### src/rtl/uart_fifo_bridge.sv
// uart_fifo_bridge
//   Sits between the CPU's memory-mapped UART register and simple_uart, with
//   one FIFO per direction. The TX FIFO takes CPU writes, and a small drain
//   FSM feeds them to simple_uart's txdata/txgo handshake. The RX FIFO
//   captures every rxint byte, so slow polling does not drop characters.
//   The toplevel builds the read word from these outputs:
//   {rx_overrun, tx_overflow, cpu_rxvalid, cpu_txready, cpu_rxdata}.
//
// Ports
//   clk, reset        system clock; asynchronous active-low reset
//   cpu_txdata/txwr   byte and one-cycle push strobe into the TX FIFO
//   cpu_rxrd          one-cycle strobe; pops the head of the RX FIFO
//   cpu_clr           one-cycle strobe; clears both sticky error flags
//   cpu_rxdata        head of the RX FIFO (first-word fall-through)
//   cpu_rxvalid       RX FIFO not empty
//   cpu_txready       TX FIFO not full
//   rx_overrun        sticky; an RX byte was dropped because the RX FIFO was full
//   tx_overflow       sticky; a CPU write was dropped because the TX FIFO was full
//   tx_count/rx_count FIFO occupancy
//   uart_txdata/txgo  byte and one-cycle start pulse to simple_uart
//   uart_txready      simple_uart transmitter idle
//   uart_rxdata/rxint received byte and its one-cycle valid pulse
//   drain_state       current state of the TX drain FSM (debug)
//
// Handshake rules: a push (cpu_txwr, uart_rxint) or pop (cpu_rxrd, drain)
// takes effect only on a clock edge where the matching strobe is high and
// the FIFO can accept it, judged from the FIFO state before that edge. A
// refused push is dropped and sets its sticky flag. A refused pop is
// ignored. The strobes carry no back-pressure: a strobe held for N cycles
// is N requests.
module uart_fifo_bridge #(
    parameter int depth_log2 = 4
) (
    input  logic                  clk,
    input  logic                  reset,
    input  logic [7:0]            cpu_txdata,
    input  logic                  cpu_txwr,
    input  logic                  cpu_rxrd,
    input  logic                  cpu_clr,
    output logic [7:0]            cpu_rxdata,
    output logic                  cpu_rxvalid,
    output logic                  cpu_txready,
    output logic                  rx_overrun,
    output logic                  tx_overflow,
    output logic [depth_log2:0]   tx_count,
    output logic [depth_log2:0]   rx_count,
    output logic [7:0]            uart_txdata,
    output logic                  uart_txgo,
    input  logic                  uart_txready,
    input  logic [7:0]            uart_rxdata,
    input  logic                  uart_rxint,
    output logic [1:0]            drain_state
);

    localparam int depth = 1 << depth_log2;
    localparam logic [depth_log2:0]   full_count = (depth_log2 + 1)'(depth);
    localparam logic [depth_log2:0]   cnt_one    = (depth_log2 + 1)'(1);
    localparam logic [depth_log2-1:0] ptr_one    = depth_log2'(1);

    typedef enum logic [1:0] {
        IDLE  = 2'd0,
        SEND  = 2'd1,
        GUARD = 2'd2,
        WAIT  = 2'd3
    } drain_t;

    drain_t state, state_next;
    logic   guard_cnt, guard_cnt_next;

    logic [7:0]            tx_mem [depth];
    logic [7:0]            rx_mem [depth];
    logic [depth_log2-1:0] tx_wptr, tx_rptr, rx_wptr, rx_rptr;

    logic tx_full, tx_empty, rx_full, rx_empty;
    logic tx_push, tx_pop, rx_push, rx_pop;

    assign tx_full  = (tx_count == full_count);
    assign tx_empty = (tx_count == '0);
    assign rx_full  = (rx_count == full_count);
    assign rx_empty = (rx_count == '0);

    // Full/empty tests use pre-edge occupancy, so a same-cycle pop never makes
    // room for a push, and a push into an empty FIFO is never popped at once.
    assign tx_push = cpu_txwr && !tx_full;
    assign tx_pop  = (state == IDLE) && !tx_empty && uart_txready;
    assign rx_push = uart_rxint && !rx_full;
    assign rx_pop  = cpu_rxrd && !rx_empty;

    assign cpu_rxdata  = rx_mem[rx_rptr];
    assign cpu_rxvalid = !rx_empty;
    assign cpu_txready = !tx_full;
    assign drain_state = state;

    // FIFO storage is not reset.
    always_ff @(posedge clk) begin
        if (tx_push) tx_mem[tx_wptr] <= cpu_txdata;
        if (rx_push) rx_mem[rx_wptr] <= uart_rxdata;
    end

    always_ff @(posedge clk or negedge reset) begin
        if (!reset) begin
            tx_wptr     <= '0;
            tx_rptr     <= '0;
            tx_count    <= '0;
            rx_wptr     <= '0;
            rx_rptr     <= '0;
            rx_count    <= '0;
            tx_overflow <= 1'b0;
            rx_overrun  <= 1'b0;
            uart_txdata <= 8'h00;
        end else begin
            if (tx_push) tx_wptr <= tx_wptr + ptr_one;
            if (tx_pop)  tx_rptr <= tx_rptr + ptr_one;
            case ({tx_push, tx_pop})
                2'b10:   tx_count <= tx_count + cnt_one;
                2'b01:   tx_count <= tx_count - cnt_one;
                default: tx_count <= tx_count;
            endcase

            if (rx_push) rx_wptr <= rx_wptr + ptr_one;
            if (rx_pop)  rx_rptr <= rx_rptr + ptr_one;
            case ({rx_push, rx_pop})
                2'b10:   rx_count <= rx_count + cnt_one;
                2'b01:   rx_count <= rx_count - cnt_one;
                default: rx_count <= rx_count;
            endcase

            // A new error in the same cycle as cpu_clr keeps the flag set.
            if (cpu_txwr && tx_full) tx_overflow <= 1'b1;
            else if (cpu_clr)        tx_overflow <= 1'b0;

            if (uart_rxint && rx_full) rx_overrun <= 1'b1;
            else if (cpu_clr)          rx_overrun <= 1'b0;

            // Loaded with the pop; stays stable through SEND/GUARD/WAIT.
            if (tx_pop) uart_txdata <= tx_mem[tx_rptr];
        end
    end

    always_ff @(posedge clk or negedge reset) begin
        if (!reset) begin
            state     <= IDLE;
            guard_cnt <= 1'b0;
        end else begin
            state     <= state_next;
            guard_cnt <= guard_cnt_next;
        end
    end

    // GUARD lasts two cycles so that simple_uart has time to drop txready
    // after txgo, before WAIT starts looking at it.
    always_comb begin
        state_next     = state;
        guard_cnt_next = guard_cnt;
        uart_txgo      = 1'b0;
        case (state)
            IDLE: begin
                if (tx_pop) state_next = SEND;
            end
            SEND: begin
                uart_txgo      = 1'b1;
                guard_cnt_next = 1'b0;
                state_next     = GUARD;
            end
            GUARD: begin
                if (guard_cnt) state_next = WAIT;
                else           guard_cnt_next = 1'b1;
            end
            WAIT: begin
                if (uart_txready) state_next = IDLE;
            end
            default: state_next = IDLE;
        endcase
    end

endmodule

### config.mk
export PLATFORM = sky130hd
export DESIGN_NAME = uart_fifo_bridge
export DESIGN_NICKNAME = d
export VERILOG_FILES = /design/src/rtl/uart_fifo_bridge.sv
export SDC_FILE = /design/constraint.sdc
export NUM_CORES = 1
export LEC_CHECK = 0
export BUFFER_PORTS_ARGS = -buffer_cell sky130_fd_sc_hd__buf_2
export CAP_MARGIN = 15
export CORE_MARGIN = 2
export CORE_UTILIZATION = 30
export DETAILED_ROUTE_END_ITERATION = 8
export GPL_ROUTABILITY_DRIVEN = 0
export PLACE_DENSITY = 0.53
export SETUP_SLACK_MARGIN = 0.2
export SLEW_MARGIN = 30
export SYNTH_ARGS = -nofsm -noshare
export SYNTH_HDL_FRONTEND = slang
export SYNTH_SLANG_ARGS = --single-unit
### constraint.sdc
create_clock -name clk -period 3.5 [get_ports clk]
set_input_delay 0.175 -clock clk [delete_from_list [all_inputs] [get_ports clk]]
set_output_delay 0.175 -clock clk [all_outputs]
set_load 0.03 [all_outputs]
==> results of run 1 <==
## synth_stat cells
cell,instances
nor2_1,25
mux4_2,42
fa_1,2
nor4_2,2
or2_2,1
dfrtp_1,39
nor3_1,9
inv_1,18
or3b_2,1
ha_1,23
nand4_1,4
nor2b_1,1
buf_2,6
nand2_1,23
buf_1,7
a21oi_1,16
and2_1,2
a21o_1,3
xor2_1,6
buf_8,1
o22ai_1,17
nand3_1,3
nand2b_1,5
mux4_1,30
o21ai_0,10
buf_6,5
mux2_2,13
edfxtp_1,256
clkbuf_1,12
a21boi_1,1
xnor2_1,15
## how the worst max path moves through the flow
stage	start	to	slack (ns)	cells after the start
floorplan	tx_count[1]	tx_count[4]	0.21	13
global placement	tx_count[1]	tx_count[4]	0.57	12
detailed placement	tx_count[1]	tx_count[4]	0.50	12
CTS	tx_count[1]	tx_count[4]	0.49	12
global route	tx_count[0]	tx_count[4]	0.29	12
finish	tx_count[1]	tx_count[4]	0.54	12
## through the flow
step                      area, um2  total power [mW]
after CTS                     14000              11.7
after floorplan               11900              7.34
after global routing          14000              12.1
final                         14000              11.5
after global placement        12800              8.29
after detailed placement      12800              8.35
## registers in the layout (all words and copies together), names as in the netlist
register / count
tx_count: 5
tx_mem: 128
rx_count: 5
rx_overrun: 1
guard_cnt: 1
rx_rptr: 4
uart_txdata: 8
tx_rptr: 4
rx_wptr: 4
rx_mem: 128
drain_state: 2
tx_wptr: 4
tx_overflow: 1
## cell families after synthesis
logic type / share of synthesized area
AO/OA/AOI/OAI: 0.0224
XOR/XNOR: 0.0154
buffers and inverters: 0.0202
adder cells (fa/ha/maj): 0.0275
flip-flops: 0.727
multiplexers: 0.158
AND/OR/NAND/NOR: 0.0298
## layout make-up
type / instances / area (um2) / area share
Clock buffer: 35 / 791 / 0.0565
Clock inverter: 22 / 224 / 0.0160
Inverter: 18 / 67.6 / 0.00483
Multi-Input combinational cell: 254 / 3020 / 0.216
Sequential cell: 295 / 8670 / 0.619
Tap cell: 525 / 657 / 0.0469
Timing Repair Buffer: 87 / 571 / 0.0408
## power groups by stage
stage | clock [mW] | sequential (mW) | combinational, mW
3_5_place_dp | 0 | 4.97 | 3.38
4_1_cts | 3.36 | 4.90 | 3.40
2_1_floorplan | 0 | 4.85 | 2.49
3_3_place_gp | 0 | 4.95 | 3.34
5_1_grt | 3.51 | 4.97 | 3.61
6_report | 3.28 | 4.88 | 3.33
## critical path: cells and delay by family (launching register included)
kind | cells | cell delay, ns
AOI/OAI and AO/OA | 1 | 0.10
xor gates and xnor gates | 1 | 0.13
adders and majority gates | 2 | 0.64
buffers and inverters | 2 | 0.19
DFF | 1 | 0.42
and+or+nand+nor | 6 | 1.36
## layer usage
metal | global-route usage | vias up
met5 | 0 | -
met4 | 0.0381 | 0
met3 | 0.0193 | 43
met2 | 0.188 | 110
met1 | 0.153 | 2842
li1 | - | 2584
==> results.tsv, run 1 <==
stage	metric	value	unit
global_route	first-pass GRT wire length	35500	um
power	Cell Int Power	7.80	mW
global_route	vias in the first global route	5851	
synth	proportion of synthesized chip area in sequential cells	0.727	
final_layout	ant diodes	0	
synth	post-synthesis register bit count	295	
critical_path	Crit-path slowest cell	or3b_2	
run_status	status	completed	
critical_path	CP endpoint kind	flip-flop	
final_layout	filler instances	3723	
critical_path	CP max stage delay	0.45	ns
final_layout	final non-filler cell total	1236	
cts	clk buf depth	3	
critical_path	most frequent CP cell	inv_1	
sta	worst hold margin	0.0315	ns
die	standard-cell row count	73	
final_layout	most common cell after layout, fill and taps aside	edfxtp_1	
final_layout	share of cells above drive strength 1	0.253	
sta	crit path time final	2.96	ns
cts	CTS tree	built	
drt	Vias per Instance	4.51	
critical_path	Setup CP Type	flip-flop to flip-flop	
drt	Initial DRC Count	283	
critical_path	Critical R2R Capture	tx_count[4]	
global_route	largest net degree at the start of global routing	40	
synth	mapped cell area	11900	um2
synth	Mapped Avg Cell Area	19.9	um2
synth	Yosys cell types	31	
critical_path	R2R setup slack	0.54	ns
critical_path	Critical Path, Cell by Cell	nor4_2 -> nand2_1 -> and2_1 -> inv_1 -> ha_1 -> inv_1 -> fa_1 -> nor2b_1 -> o21ai_0 -> nand3_1 -> or3b_2 -> xnor2_1	
synth	Synth top area share	0.645	
drt	met1 WL	10400	um
synth	syn_nets	646	
power	clock network power share	0.285	
cts	H-tree Lvls	1	
sta	Fin Clk Skew	0.0189	ns
hold_path	critical hold path startpoint	cpu_txdata[6]	
critical_path	worst endpoint data arrival time	3.42	ns
global_route	total grt overflow	0	
sta	FMAX	338	MHz
critical_path	crit path max fanout	9	
cts	CTS Buf Count	31	
hold_path	hold crit path type	primary input to flip-flop	
placement	PortBufs	55	
synth	Cells after Synth	598	
cts	CTS resizes	0	
die	Core Footprint	39500	um2
critical_path	Critical Path Start Type	flip-flop	
die	# IOs	56	
synth	Synth warnings	0	
drt	Post-route DRC	0	
sta	RSZ-0062 raised after global routing	false	
sta	period utilisation layout	0.846	
drt	met3 wire len	731	um
sta	slew margin rel.	0.440	
power	Lkg Pwr	4.79	nW
power	Worst IR Drop VDD	0.419	mV
power	switch share	0.322	
global_route	initial antenna violation count	0	
die	Initial Util	0.302	
critical_path	Register-to-Register Path Depth	12	
sta	Setup TNS	0	ns
power	Pwr per Cell Area	821	nW/um2
job	maxcap violations	0	
final_layout	fin util	0.355	
final_layout	Nets	735	
sta	Slew @ Worst Pin	0.838	ns
placement	pre-CTS setup slack	0.502	ns
cts	hold_buf cts	16	
drt	Vias	5579	
sta	final setup margin	0.538	ns
cts	CTS Sinks	295	
drt	DRT antenna net count	0	
critical_path	CP required	3.96	ns
sta	final setup vio count	0	
sta	Final Max Slew Viols	0	
cts	setup repair bufs after CTS	0	
die	DIE HEIGHT	203	um
final_layout	Synth-to-Final Area Change	17.4	%
die	die area	41300	um2
die	die width	203	um
hold_path	WHS Endpoint	tx_mem[10][6]	
power	Gate power share	0.290	
sta	Fin. Hold Viols	0	
final_layout	most frequent cells in the layout	edfxtp_1 (256), buf_2 (54), mux4_2 (42)	
synth	area leader, netlist	edfxtp_1	
hold_path	hold path cells	1	
drt	met2 routed WL	11200	um
drt	Detailed Route WL	23000	um
drt	DRT Pass-1 Iters	4	
placement	placed insts	1163	
power	sw power	3.70	mW
cts	Clock Latency Late Sink	0.58	ns
critical_path	RR Startpoint	tx_count[1]	
cts	root buf cell	clkbuf_16	
cts	clock slew at reported path FFs	0.06	ns
drt	wire per inst	18.6	um
placement	hpwl dp	15200	um
global_route	GRT Util Overall	0.114	
synth	largest cells by area after synthesis	edfxtp_1 (65%), dfrtp_1 (8.2%), mux4_2 (7.9%)	
power	Reg power frac	0.425	
drt	top routing layer used	met4	
Power figures use the tool's default switching activity.
==> run 2: changes to the inputs <==
Settings changed: PLACE_DENSITY 0.53 to 0.54.
Clock period 3.5 ns to 2.55 ns, I/O delays scaled along.
==> run 2 against run 1 <==
- die area did not move
- core utilization up 0.84 points
- clock power is 35% higher
- worst hold slack worse by 0.018 ns
- sequential cell count unchanged
- sequential share of layout area shrank 1.4 points
- combinational power is 57% higher
- via count rose by 2.5%
- cell count up 2.6%
- critical path depth is 8 lower
- clock-buffer cell count increased by 16
- setup slack got worse by 0.52 ns
- critical endpoint is now cpu_rxdata[6]
- highest routed layer unchanged
==> results.tsv, run 2 (synthesis gave the netlist of run 1 again) <==
stage	metric	value	unit	change
final_layout	Synth-to-Final Area Change	20.2	%	
final_layout	register area	8670	um2	about the same
power	Gate power share	0.322		+0.032
critical_path	Critical Path, Cell by Cell	buf_12 -> mux4_1 -> mux4_2 -> buf_4		
drt	Vias	5716		+2.5%
sta	final setup margin	0.0185	ns	-0.520 ns
power	Pwr per Cell Area	1130	nW/um2	+38%
hold_path	hold crit path type	primary input to flip-flop		
critical_path	Crit path buffers/inverters	2		unchanged
critical_path	Critical R2R Capture	tx_count[4]		
drt	DRT Pass-1 Iters	5		+1
critical_path	Crit-path slowest cell	mux4_1		
power	switch share	0.319		-0.00293
power	Lkg Pwr	4.87	nW	+1.6%
cts	CTS Buf Count	34		+9.7%
power	clock network power share	0.272		-0.013
power	total power	16.3	mW	+41%
final_layout	final non-filler cell total	1268		+2.6%
critical_path	Register-to-Register Path Depth	10		-2
critical_path	Critical Path Start Type	flip-flop		
sta	crit path time final	2.53	ns	
drt	Initial DRC Count	268		-5.3%
final_layout	Top Registers	rx_mem (128), tx_mem (128), uart_txdata (8)		
critical_path	CP delay by family, top	multiplexers		
sta	Slew @ Worst Pin	0.918	ns	+0.0804 ns
run_status	status	completed		
cts	CTS tree	built		
sta	Final Max Slew Viols	0		unchanged
critical_path	CP max stage delay	0.58	ns	+0.13 ns
power	Cell Int Power	11.1	mW	+42%
drt	wire per inst	18.4	um	-1.1%
final_layout	filler instances	3741		+0.48%
die	Core Footprint	39500	um2	unchanged
placement	hpwl dp	15200	um	+0.43%
placement	pre-CTS setup slack	0.0775	ns	-0.424 ns
placement	placed insts	1174		+0.95%
critical_path	crit path max fanout	17		+8
placement	dpl cell area	13000	um2	+1.8%
global_route	GRT Util Overall	0.116		+0.00255
drt	Vias per Instance	4.51		-0.13%
final_layout	fin util	0.363		+0.00837
final_layout	area of the multi-input gates	3060	um2	+1.2%
die	die width	203	um	unchanged
critical_path	Setup CP Type	flip-flop to output port		
die	die area	41300	um2	unchanged
final_layout	most frequent cells in the layout	edfxtp_1 (256), mux4_2 (59), buf_2 (48)		
final_layout	final instance area	14300	um2	+2.4%
cts	root buf cell	clkbuf_16		
final_layout	share of cells above drive strength 1	0.324		+0.0712
die	# IOs	56		unchanged
power	Reg power frac	0.405		-0.020
global_route	vias in the first global route	6220		+6.3%
critical_path	CP endpoint kind	output port		
sta	FMAX	395	MHz	
die	Initial Util	0.302		unchanged
drt	Detailed Route WL	23400	um	+1.5%
critical_path	RR Startpoint	tx_count[2]		
cts	clk buf depth	3		unchanged
critical_path	CP required	2.42	ns	-1.54 ns
sta	Fin Clk Skew	0.0199	ns	+0.00100 ns
critical_path	R2R setup slack	0.13	ns	-0.41 ns
hold_path	hold path cells	1		unchanged
final_layout	Nets	766		+4.2%
drt	Post-route DRC	0		unchanged
critical_path	worst endpoint data arrival time	2.40	ns	-1.02 ns
sta	slew margin rel.	0.386		-0.0538
sta	period utilisation layout	0.993		
job	maxcap violations	0		unchanged
power	Worst IR Drop VDD	0.572	mV	+36%
sta	final setup vio count	0		unchanged
hold_path	WHS Endpoint	rx_mem[8][4]		
drt	DRT antenna net count	0		unchanged
global_route	first-pass GRT wire length	36800	um	+3.6%
cts	H-tree Lvls	2		+1
hold_path	critical hold path startpoint	uart_rxdata[4]		
final_layout	most common cell after layout, fill and taps aside	edfxtp_1		
cts	clock slew at reported path FFs	0.06	ns	about the same
global_route	total grt overflow	0		unchanged
global_route	largest net degree at the start of global routing	35		-13%
power	sw power	5.18	mW	+40%
die	standard-cell row count	73		unchanged
placement	PortBufs	55		unchanged
die	DIE HEIGHT	203	um	unchanged
cts	CTS Sinks	295		unchanged
sta	RSZ-0062 raised after global routing	true		
sta	Fin. Hold Viols	0		unchanged
global_route	initial antenna violation count	0		unchanged
final_layout	ant diodes	0		unchanged
cts	Clock Latency Late Sink	0.52	ns	-0.06 ns
run 2: cell count changes in the layout (fill, tap and decap cells not counted), moves of 6 or more:
cell      change
mux4_2       +17
buf_2         -6
clkinv_2      -6
buf_4        +27
clkbuf_1     +10
dfrtp_2       +7
dfrtp_1       -6
mux4_1       -17
run 2: layer usage:
layer	up-vias	track usage	wire length (um)
met3	37	0.0227	999
met4	0	0.0318	453
met1	2933	0.155	10300
met5	-	0	0
li1	2631	-	-
met2	115	0.195	11600
run 2: cell type report:
class,instances,share of cell area
Clock buffer,51,0.0659
Multi-Input combinational cell,254,0.213
Tap cell,525,0.0459
Sequential cell,295,0.605
Inverter,18,0.00507
Timing Repair Buffer,115,0.0597
Clock inverter,10,0.00480
run 2: repair_timing:
item                                   in CTS  in global routing
pin swaps                                   5                  8
hold buffers                               18                  0
gates resized for setup                    21                  5
buffers inserted                            9                  6
setup endpoints to repair                  10                 10
endpoints found under the hold margin     205                  0
run 2: power groups by stage:
stage / Combinational (mW) / Sequential [mW] / Clock [mW]
after floorplan: 3.50 / 6.69 / 0
after global placement: 4.94 / 6.71 / 0
after detailed placement: 5.00 / 6.73 / 0
after CTS: 5.28 / 6.61 / 4.54
after global routing: 5.70 / 6.69 / 4.76
final: 5.24 / 6.59 / 4.43
run 2: how the worst max path moves through the flow:
stage                     start  depth (start not counted)       endpoint
detailed placement  tx_count[2]                         12    tx_count[4]
global route         rx_rptr[0]                          4  cpu_rxdata[6]
finish               rx_rptr[0]                          4  cpu_rxdata[6]
global placement    tx_count[2]                         12    tx_count[4]
floorplan           tx_count[2]                         13    tx_count[4]
CTS                  rx_rptr[0]                          4  cpu_rxdata[2]
run 2: metrics by stage:
step | TNS [ns] | hold WS (ns)
floorplan | -0.307 | -0.168
global placement | 0 | 0.264
detailed placement | 0 | 0.265
CTS | -0.121 | 0.000931
global route | -0.407 | 0.00534
finish | 0 | 0.0137
==> run 3: changes to the inputs <==
Settings changed: PLACE_DENSITY 0.54 to default, SLEW_MARGIN 30 to 25.
==> run 3 against run 2 <==
- routed wire length increased by 0.87%
- fmax is 1.4% lower
- cell count up 0.32%
- cell area grew 0.70%
- die area unchanged
- combinational power increased by 6.3%
- the run now ends with setup timing left
- worst hold slack better by 0.080 ns
- clock-buffer cell count is 13 lower
- critical path type unchanged
- clock skew grew 0.0017 ns
- power is 1.3% higher
==> results.tsv, run 3 (synthesis gave the netlist of run 1 again) <==
stage	metric	value	unit	change
cts	clk buf depth	3		unchanged
critical_path	Crit-path slowest cell	mux4_2		
final_layout	Top Registers	rx_mem (128), tx_mem (128), uart_txdata (8)		
power	switch share	0.317		-0.00218
critical_path	Setup CP Type	flip-flop to output port		
run_status	status	finished, violations left		
run_status	failing checks	setup timing		
drt	Vias	5826		+1.9%
cts	CTS Buf Count	30		-12%
global_route	largest net degree at the start of global routing	40		+14%
global_route	GR Util met2	0.197		+0.00134
die	Initial Util	0.302		unchanged
critical_path	CP endpoint kind	output port		
drt	wire per inst	18.5	um	+0.55%
sta	final setup vio count	7		+7
cts	clock slew at reported path FFs	0.06	ns	about the same
power	Gate power share	0.338		+0.016
global_route	first-pass GRT wire length	36500	um	-0.90%
sta	slew margin rel.	0.384		-0.00187
hold_path	hold crit path type	primary input to async pin		
sta	FMAX	389	MHz	-1.4%
power	clock network power share	0.263		-0.009
power	Pwr per Cell Area	1140	nW/um2	+0.59%
critical_path	CP max stage delay	0.55	ns	-0.03 ns
drt	Vias per Instance	4.58		+1.6%
cts	Clock Latency Late Sink	0.56	ns	+0.04 ns
global_route	met3 GRT Util	0.0213		-0.00144
critical_path	CP required	2.42	ns	about the same
drt	DRT Pass-1 Iters	4		-1
final_layout	fin util	0.366		+0.00254
drt	DRT antenna net count	0		unchanged
global_route	vias in the first global route	6164		-0.90%
sta	Fin. Hold Viols	0		unchanged
sta	final setup margin	-0.0184	ns	-0.0369 ns
placement	PortBufs	55		unchanged
global_route	GRT met1 Usage	0.152		-0.00289
critical_path	crit path max fanout	9		-8
final_layout	final instance area	14400	um2	+0.70%
power	Cell Int Power	11.3	mW	+1.6%
cts	CTS Sinks	295		unchanged
sta	crit path time final	2.57	ns	+0.0369 ns
final_layout	share of cells above drive strength 1	0.340		+0.0157
drt	Detailed Route WL	23600	um	+0.87%
die	die area	41300	um2	unchanged
power	Worst IR Drop VDD	0.726	mV	+27%
cts	H-tree Lvls	1		-1
power	Lkg Pwr	4.91	nW	+0.85%
cts	CTS tree	built		
die	die width	203	um	unchanged
power	sw power	5.21	mW	+0.60%
global_route	GRT Util Overall	0.115		-0.00145
critical_path	R2R setup slack	0.07	ns	-0.06 ns
global_route	total grt overflow	0		unchanged
final_layout	most common cell after layout, fill and taps aside	edfxtp_1		
drt	Initial DRC Count	346		+29%
die	standard-cell row count	73		unchanged
sta	Final Max Slew Viols	0		unchanged
placement	dpl cell area	13100	um2	+0.17%
drt	Post-route DRC	0		unchanged
placement	hpwl dp	14800	um	-2.5%
placement	placed insts	1177		+0.26%
critical_path	worst endpoint data arrival time	2.44	ns	+0.04 ns
global_route	GR peak layer	met2		
sta	RSZ-0062 raised after global routing	true		
job	maxcap violations	0		unchanged
die	Core Footprint	39500	um2	unchanged
cts	root buf cell	clkbuf_16		
sta	Fin Clk Skew	0.0216	ns	+0.00170 ns
sta	Slew @ Worst Pin	0.921	ns	+0.00279 ns
final_layout	ant diodes	0		unchanged
global_route	initial antenna violation count	0		unchanged
die	# IOs	56		unchanged
final_layout	Synth-to-Final Area Change	21.0	%	
die	DIE HEIGHT	203	um	unchanged
final_layout	final non-filler cell total	1272		+0.32%
placement	pre-CTS setup slack	0.0272	ns	-0.0503 ns
critical_path	Critical Path Start Type	flip-flop		
final_layout	most frequent cells in the layout	edfxtp_1 (256), mux4_2 (67), buf_2 (46)		
sta	worst hold margin	0.0933	ns	+0.0796 ns
final_layout	Nets	772		+0.78%
sta	period utilisation layout	1.01		+0.0145
power	Reg power frac	0.399		-0.006
critical_path	Critical Path, Cell by Cell	buf_12 -> buf_12 -> mux4_2 -> mux4_2 -> buf_6		
==> run 3: cell types whose count changed in the layout (fill, tap and decap cells not counted), sizes merged <==
| cell | previous run | this run |
|---|---|---|
| bufinv | 0 | 3 |
| clkinvlp | 1 | 0 |
| clkbuf | 51 | 39 |
| buf | 97 | 103 |
| clkinv | 7 | 12 |
| dlygate4sd3 | 18 | 21 |
==> run 3: final timing paths <==
check                      cells after the start        endpoint         start
setup / recovery                               5   cpu_rxdata[4]    rx_rptr[0]
hold / removal                                 2     tx_count[1]         reset
setup reg to reg                              12     tx_count[4]   tx_count[2]
hold reg to reg                                1       guard_cnt     guard_cnt
max in group asynchronous                      2      rx_rptr[0]         reset
min in group clk                               5  drain_state[0]  uart_txready
==> run 3: final cells by class <==
cell class | count | area (um2)
tap | 525 | 657
sequential | 295 | 8670
clock buffer | 38 | 802
clock inverter | 17 | 168
fill | 3705 | 25000
multi-input combinational | 254 | 3040
timing repair buffer | 125 | 1020
inverter | 18 | 72.6
==> run 3: power groups by stage <==
stage               Combinational (mW)  Sequential, mW  Clock (mW)
global route                      6.03            6.67        4.63
global placement                  4.92            6.69           0
detailed placement                5.00            6.73           0
CTS                               5.57            6.59        4.46
finish                            5.57            6.57        4.33
floorplan                         3.50            6.69           0
==> run 3: metrics by stage <==
stage	TNS, ns	power, mW
after floorplan	-0.307	10.2
after global placement	0	11.6
after detailed placement	0	11.7
after CTS	-0.380	16.6
after global routing	-0.719	17.3
final	-0.0603	16.5
==> run 3: worst max-delay path, delay by kind of cell (launching register included) <==
kind / cells / cell delay (ns)
buf+inv: 3 / 0.45
flops: 1 / 0.39
mux: 2 / 1.04
==> run 3: metal layers <==
metal,part of all wire,vias to the layer above,wire (um)
met5,0,-,0
met3,0.039,30,929
met4,0.016,0,386
met2,0.50,113,11700
met1,0.45,3041,10500
li1,-,2642,-
==> run 3: repair_timing <==
item | CTS | global route
cloned | 1 | 1
setup endpoints to repair | 10 | 10
gates resized for setup | 42 | 4
setup buffers | 9 | 8
hold buffers | 21 | 0
endpoints found under the hold margin | 299 | 0
pin swaps | 7 | 7
